--- src/rtl/pipe_skid_stage_if.sv ---
// Valid/ready handshake bundle for pipe_skid_stage: upstream side (in_*) and downstream side (out_*).
// The master modport is the environment around the stage; the slave modport is the stage itself.
interface pipe_skid_stage_if #(
  parameter int DATA_W = 146
);
  logic              in_valid;
  logic              in_ready;
  logic [DATA_W-1:0] in_data;
  logic              out_valid;
  logic              out_ready;
  logic [DATA_W-1:0] out_data;

  modport master (
    output in_valid, in_data, out_ready,
    input  in_ready, out_valid, out_data
  );

  modport slave (
    input  in_valid, in_data, out_ready,
    output in_ready, out_valid, out_data
  );
endinterface

--- src/rtl/pipe_skid_stage.sv ---
// Two-entry skid buffer stage: main register drives the output, skid register absorbs one beat of
// backpressure so in_ready can come straight from a flop. Flush bubbles the stage; stall cycles are counted.
module pipe_skid_stage #(
  parameter int DATA_W         = 146,
  parameter int CLEAR_ON_FLUSH = 1,
  parameter int CNT_W          = 16
) (
  input  logic             clk,
  input  logic             rst,
  input  logic             flush,
  input  logic             hold,
  pipe_skid_stage_if.slave bus,
  output logic [1:0]       occupancy,
  output logic [CNT_W-1:0] stall_cnt
);

  typedef enum logic [1:0] {
    EMPTY = 2'd0,
    BUSY  = 2'd1,
    FULL  = 2'd2
  } state_t;

  state_t            state_p1, state_nxt;
  logic              in_ready_p1;
  logic [DATA_W-1:0] main_p1;
  logic [DATA_W-1:0] skid_p1;
  logic [CNT_W-1:0]  stall_cnt_p1;

  logic in_fire, accept, vld_p1;
  logic load_main, main_from_skid, load_skid, clear_payload;

  function automatic logic [CNT_W-1:0] sat_inc(input logic [CNT_W-1:0] v);
    return (&v) ? v : v + 1'b1;
  endfunction

  assign vld_p1        = (state_p1 != EMPTY);
  assign in_fire       = bus.in_valid & in_ready_p1;
  assign accept        = vld_p1 & bus.out_ready & ~hold;
  assign clear_payload = flush && (CLEAR_ON_FLUSH != 0);

  always_comb begin
    state_nxt      = state_p1;
    load_main      = 1'b0;
    main_from_skid = 1'b0;
    load_skid      = 1'b0;
    if (flush) begin
      state_nxt = EMPTY;
    end else begin
      case (state_p1)
        EMPTY: begin
          if (in_fire) begin
            load_main = 1'b1;
            state_nxt = BUSY;
          end
        end
        BUSY: begin
          if (in_fire && accept) begin
            load_main = 1'b1;
          end else if (in_fire) begin
            load_skid = 1'b1;
            state_nxt = FULL;
          end else if (accept) begin
            state_nxt = EMPTY;
          end
        end
        FULL: begin
          // in_ready is low here, so only a drain of main can happen
          if (accept) begin
            load_main      = 1'b1;
            main_from_skid = 1'b1;
            state_nxt      = BUSY;
          end
        end
        default: state_nxt = EMPTY;
      endcase
    end
  end

  // ---- stage boundary: control, payload and stall counter registers ----
  always_ff @(posedge clk) begin
    if (rst) begin
      state_p1     <= EMPTY;
      in_ready_p1  <= 1'b1;
      main_p1      <= '0;
      skid_p1      <= '0;
      stall_cnt_p1 <= '0;
    end else begin
      state_p1    <= state_nxt;
      in_ready_p1 <= (state_nxt != FULL);
      if (clear_payload) begin
        main_p1 <= '0;
        skid_p1 <= '0;
      end else begin
        if (load_main) main_p1 <= main_from_skid ? skid_p1 : bus.in_data;
        if (load_skid) skid_p1 <= bus.in_data;
      end
      if (vld_p1 && !accept) stall_cnt_p1 <= sat_inc(stall_cnt_p1);
    end
  end

  assign bus.in_ready  = in_ready_p1;
  assign bus.out_valid = vld_p1;
  assign bus.out_data  = main_p1;
  assign occupancy     = state_p1;
  assign stall_cnt     = stall_cnt_p1;

endmodule
--- src/flat_wrapper.sv ---
// flat-port wrapper written by rule: the top's interface ports become plain ports
module pipe_skid_stage_flat 
#(
  parameter int DATA_W         = 146,
  parameter int CLEAR_ON_FLUSH = 1,
  parameter int CNT_W          = 16
)
  (clk, rst, flush, hold, occupancy, stall_cnt, bus_in_valid, bus_in_data, bus_out_ready, bus_in_ready, bus_out_valid, bus_out_data);
  pipe_skid_stage_if #(.DATA_W(DATA_W)) bus_i ();
  input  logic clk;
  input  logic rst;
  input  logic flush;
  input  logic hold;
  output logic [1:0] occupancy;
  output logic [CNT_W-1:0] stall_cnt;
  input wire logic [$bits(bus_i.in_valid)-1:0] bus_in_valid;
  input wire logic [$bits(bus_i.in_data)-1:0] bus_in_data;
  input wire logic [$bits(bus_i.out_ready)-1:0] bus_out_ready;
  output wire logic [$bits(bus_i.in_ready)-1:0] bus_in_ready;
  output wire logic [$bits(bus_i.out_valid)-1:0] bus_out_valid;
  output wire logic [$bits(bus_i.out_data)-1:0] bus_out_data;
  assign bus_i.in_valid = bus_in_valid;
  assign bus_i.in_data = bus_in_data;
  assign bus_i.out_ready = bus_out_ready;
  assign bus_in_ready = bus_i.in_ready;
  assign bus_out_valid = bus_i.out_valid;
  assign bus_out_data = bus_i.out_data;
  pipe_skid_stage #(.DATA_W(DATA_W), .CLEAR_ON_FLUSH(CLEAR_ON_FLUSH), .CNT_W(CNT_W)) u_core (.clk(clk), .rst(rst), .flush(flush), .hold(hold), .bus(bus_i), .occupancy(occupancy), .stall_cnt(stall_cnt));
endmodule
--- config.mk ---
export PLATFORM = sky130hd
export DESIGN_NAME = pipe_skid_stage_flat
export DESIGN_NICKNAME = d
export VERILOG_FILES = /design/src/rtl/pipe_skid_stage_if.sv /design/src/rtl/pipe_skid_stage.sv /design/src/flat_wrapper.sv
export SDC_FILE = /design/constraint.sdc
export NUM_CORES = 1
export LEC_CHECK = 0
export BUFFER_PORTS_ARGS = -buffer_cell sky130_fd_sc_hd__buf_2
export CAP_MARGIN = 0
export CORE_ASPECT_RATIO = 0.6
export CORE_MARGIN = 10
export CORE_UTILIZATION = 30
export CTS_BUF_LIST = sky130_fd_sc_hd__clkbuf_4 sky130_fd_sc_hd__clkbuf_8
export CTS_CLUSTER_SIZE = 25
export DETAILED_ROUTE_END_ITERATION = 12
export REMOVE_ABC_BUFFERS = 1
export SYNTH_ARGS = -nofsm -noshare
export SYNTH_HDL_FRONTEND = slang
export SYNTH_SLANG_ARGS = --single-unit
--- constraint.sdc ---
create_clock -name clk -period 4.6 [get_ports clk]
set_input_delay 0.69 -clock clk [delete_from_list [all_inputs] [get_ports clk]]
set_output_delay 0.69 -clock clk [all_outputs]
set_load 0.01 [all_outputs]
==> out/qor.txt <==
FF/Latch Area -> 6226 um2
Outcome -> complete, no violations
Slowest CP cell -> and3b_4
Final Critical Period -> 2.337 ns
# fillers -> 4766
R2R Path Start -> u_core.occupancy[1]
Sequential area share after synthesis -> 44.42%
CTS Buf Count -> 50
Postcts setup bufs -> 0
IO Port Bufs -> 317
DRT Pass-1 Iters -> 5
Power density over the cells -> 346.1 nW/um2
Hold Path Stages -> 3
Startpoint types -> flop
Final setup violating endpoints -> 0
Antenna diodes -> 0
DIE HEIGHT -> 187.4 um
Hold violation total from the final report -> 0
Post-cts resize count -> 0
Synth warn -> 0
Clock power frac -> 44.3%
Initial core utilization -> 30.30%
CP max stage delay -> 0.73 ns
Crit path from -> u_core.occupancy[1]
Clock sink count -> 311
Final Total Pwr -> 5901 uW
Sw frac -> 25.39%
Cell taking the most area after synthesis -> dfxtp_1
Detailed Route WL -> 45.61 mm
Antenna-violating nets left -> 0
Critical Setup Path Class -> reg -> reg
Syn-to-layout area delta -> 21.65%
CTS Hold Bufs -> 0
Vias in the first global route -> 13230
Most frequent cells in the layout -> nand2_1, buf_2, dfxtp_1
Design internal power -> 4403 uW
Setup WS pre-CTS -> 1.744 ns
Worst endpoint data arrival time -> 2.83 ns
Seq pwr share -> 46.8%
Htree depth -> 2
R2r setup slk -> 2.26 ns
Min-Delay Path Class -> in -> reg
Fin Setup TNS -> 0 ns
Logic pwr share -> 8.9%
Unrepaired setup endpoints after global routing -> false
Syn Area/Cell -> 7.991 um2
Seq cells post-synth -> 311
Top cell type's share of synthesized area -> 44.42%
Die X -> 299.0 um
CORE AREA -> 46250 um2
Crit share post-route -> 50.80%
CP required -> 5.09 ns
Min-delay src -> bus_in_data[40]
Antenna violations before repair -> 3
Final Util -> 36.86%
Synth area leaders -> dfxtp_1, nand2_1, mux2i_1, a21o_1, a21oi_1
Average via count per standard cell -> 5.073
Total GRT Usage -> 15.56%
CTS tree -> done
Via Count -> 13390
Layout cell share with drive strength beyond 1 -> 21.94%
Longest Clk Path Bufs -> 3
Remaining DRCs -> 0
Slew Limit Fails -> 0
Synthesized cell area -> 14020 um2
Io pins -> 318
Syn Inst Count -> 1754
Most common cell after layout, fill and taps aside -> nand2_1
Nets@finish -> 2131
Footprint of the multi-input gates -> 7097 um2
Routed wl met2 -> 19.82 mm
Die footprint -> 56050 um2
DRT iter0 DRCs -> 1042
Pin count of the biggest net entering global routing -> 147
Num rows -> 61
Max Fanout on Critical Path -> 94
GPL Wtd Cong -> 0.8145
Top Metal Used -> met5
Least-Margin Pin Slew -> 1.105 ns
Worst-Skew Late Latency -> 0.59 ns
Routed wl met3 -> 3.866 mm
HPWL Detailed -> 28.20 mm
Leakage -> 0.007020 uW
Clock-pin slew on the worst setup and hold paths -> 0.06 ns
Root buffer cell -> clkbuf_8
Worst r2r path cells -> 5
CP Cell Sequence -> and3b_4 > buf_12 > nand3_1 > a21o_1 > mux2i_1
Count of cell types in the netlist -> 43
Relative slew slack -> 26.32%
WL met1 -> 21.08 mm
Worst setup EP type -> flop
Max Freq -> 0.4280 GHz
Peak VDD IR -> 0.1658 mV
Final Skew -> 0.02384 ns
PnR worst setup slack -> 2.263 ns
Worst r2r dst -> u_core.bus.out_data[68]
Endpoint, Worst Hold -> u_core.skid_p1[40]
First-pass GRT wire length -> 73.42 mm
Per-cell routed wire length -> 17.28 um
Total grt overflow -> 0
MaxCap Viol Count -> 0
Sw Pwr -> 1498 uW
-- cell usage after synthesis (all sizes together) --
cell type / n
nor4: 6
o21ai: 151
nand2: 448
dfxtp: 311
mux2: 4
or2: 2
inv: 4
nand3: 150
nor3: 6
nand4b: 1
or3b: 1
or3: 5
and4: 2
and2: 1
nand4: 7
or4: 5
and3: 1
a31oi: 2
ha: 1
and3b: 2
buf: 49
a21o: 148
mux2i: 146
nor2: 10
a21oi: 158
nor2b: 4
clkbuf: 117
o31ai: 6
and2b: 2
nand3b: 2
nand2b: 2
-- layer usage --
metal	vias up	GRT usage [%]
li1	6443	-
met1	6405	20.58
met2	459	24.43
met3	81	4.716
met4	6	3.644
met5	-	0
-- kinds of logic after synthesis --
group / share of synthesized area [%]
buffers and inverters: 5.178
and+or+nand+nor: 20.19
muxes: 10.75
DFF: 44.42
adders and majority gates: 0.08926
AOI/OAI and AO/OA: 19.37
-- registers in the layout, indices dropped and copies added, names as in the netlist --
register,count
u_core.occupancy,2
u_core.bus.out_data,146
u_core.skid_p1,146
u_core.stall_cnt,16
u_core.bus.in_ready,1
-- final cells by class --
class | count | share of cell area (%)
well taps | 630 | 4.623
flip-flops and latches | 311 | 36.52
clock inverters | 3 | 0.3816
inverters | 4 | 0.08806
clock buffers | 81 | 5.878
repair buffers | 338 | 10.89
multi-input cells | 1273 | 41.62
-- power by group through the flow --
stage / clock network, uW / registers (uW) / logic [uW]
2_1_floorplan: 0 / 2830 / 307
3_3_place_gp: 0 / 2820 / 523
6_report: 2610 / 2760 / 527
4_1_cts: 2700 / 2760 / 532
3_5_place_dp: 0 / 2820 / 531
5_1_grt: 2830 / 2760 / 579
-- how the worst max path moves through the flow --
stage	end	slack (ns)	depth (start not counted)
finish	u_core.bus.out_data[68]	2.26	5
global route	u_core.skid_p1[127]	2.08	4
CTS	u_core.skid_p1[139]	2.25	4
detailed placement	u_core.skid_p1[139]	1.74	6
global placement	u_core.skid_p1[94]	1.84	6
floorplan	u_core.bus.out_data[0]	-1.23	4
-- stage by stage --
| step | std cells | hold slack [ns] | cell area, um2 |
|---|---|---|---|
| after CTS | 2640 | 0.2864 | 17050 |
| after global placement | 2556 | 0.4415 | 15980 |
| after global routing | 2640 | 0.3014 | 17050 |
| after floorplan | 1588 | 0.4366 | 13310 |
| after detailed placement | 2556 | 0.4465 | 15980 |
| final | 2640 | 0.3500 | 17050 |
-- worst max-delay path: cells and delay by family (launching register included) --
kind / cells / cell delay [ns]
mux: 1 / 0.13
simple gates: 2 / 0.88
compound gates: 1 / 0.20
flops: 1 / 0.47
buf+inv: 1 / 0.47
(Power assumes the default switching activity.)
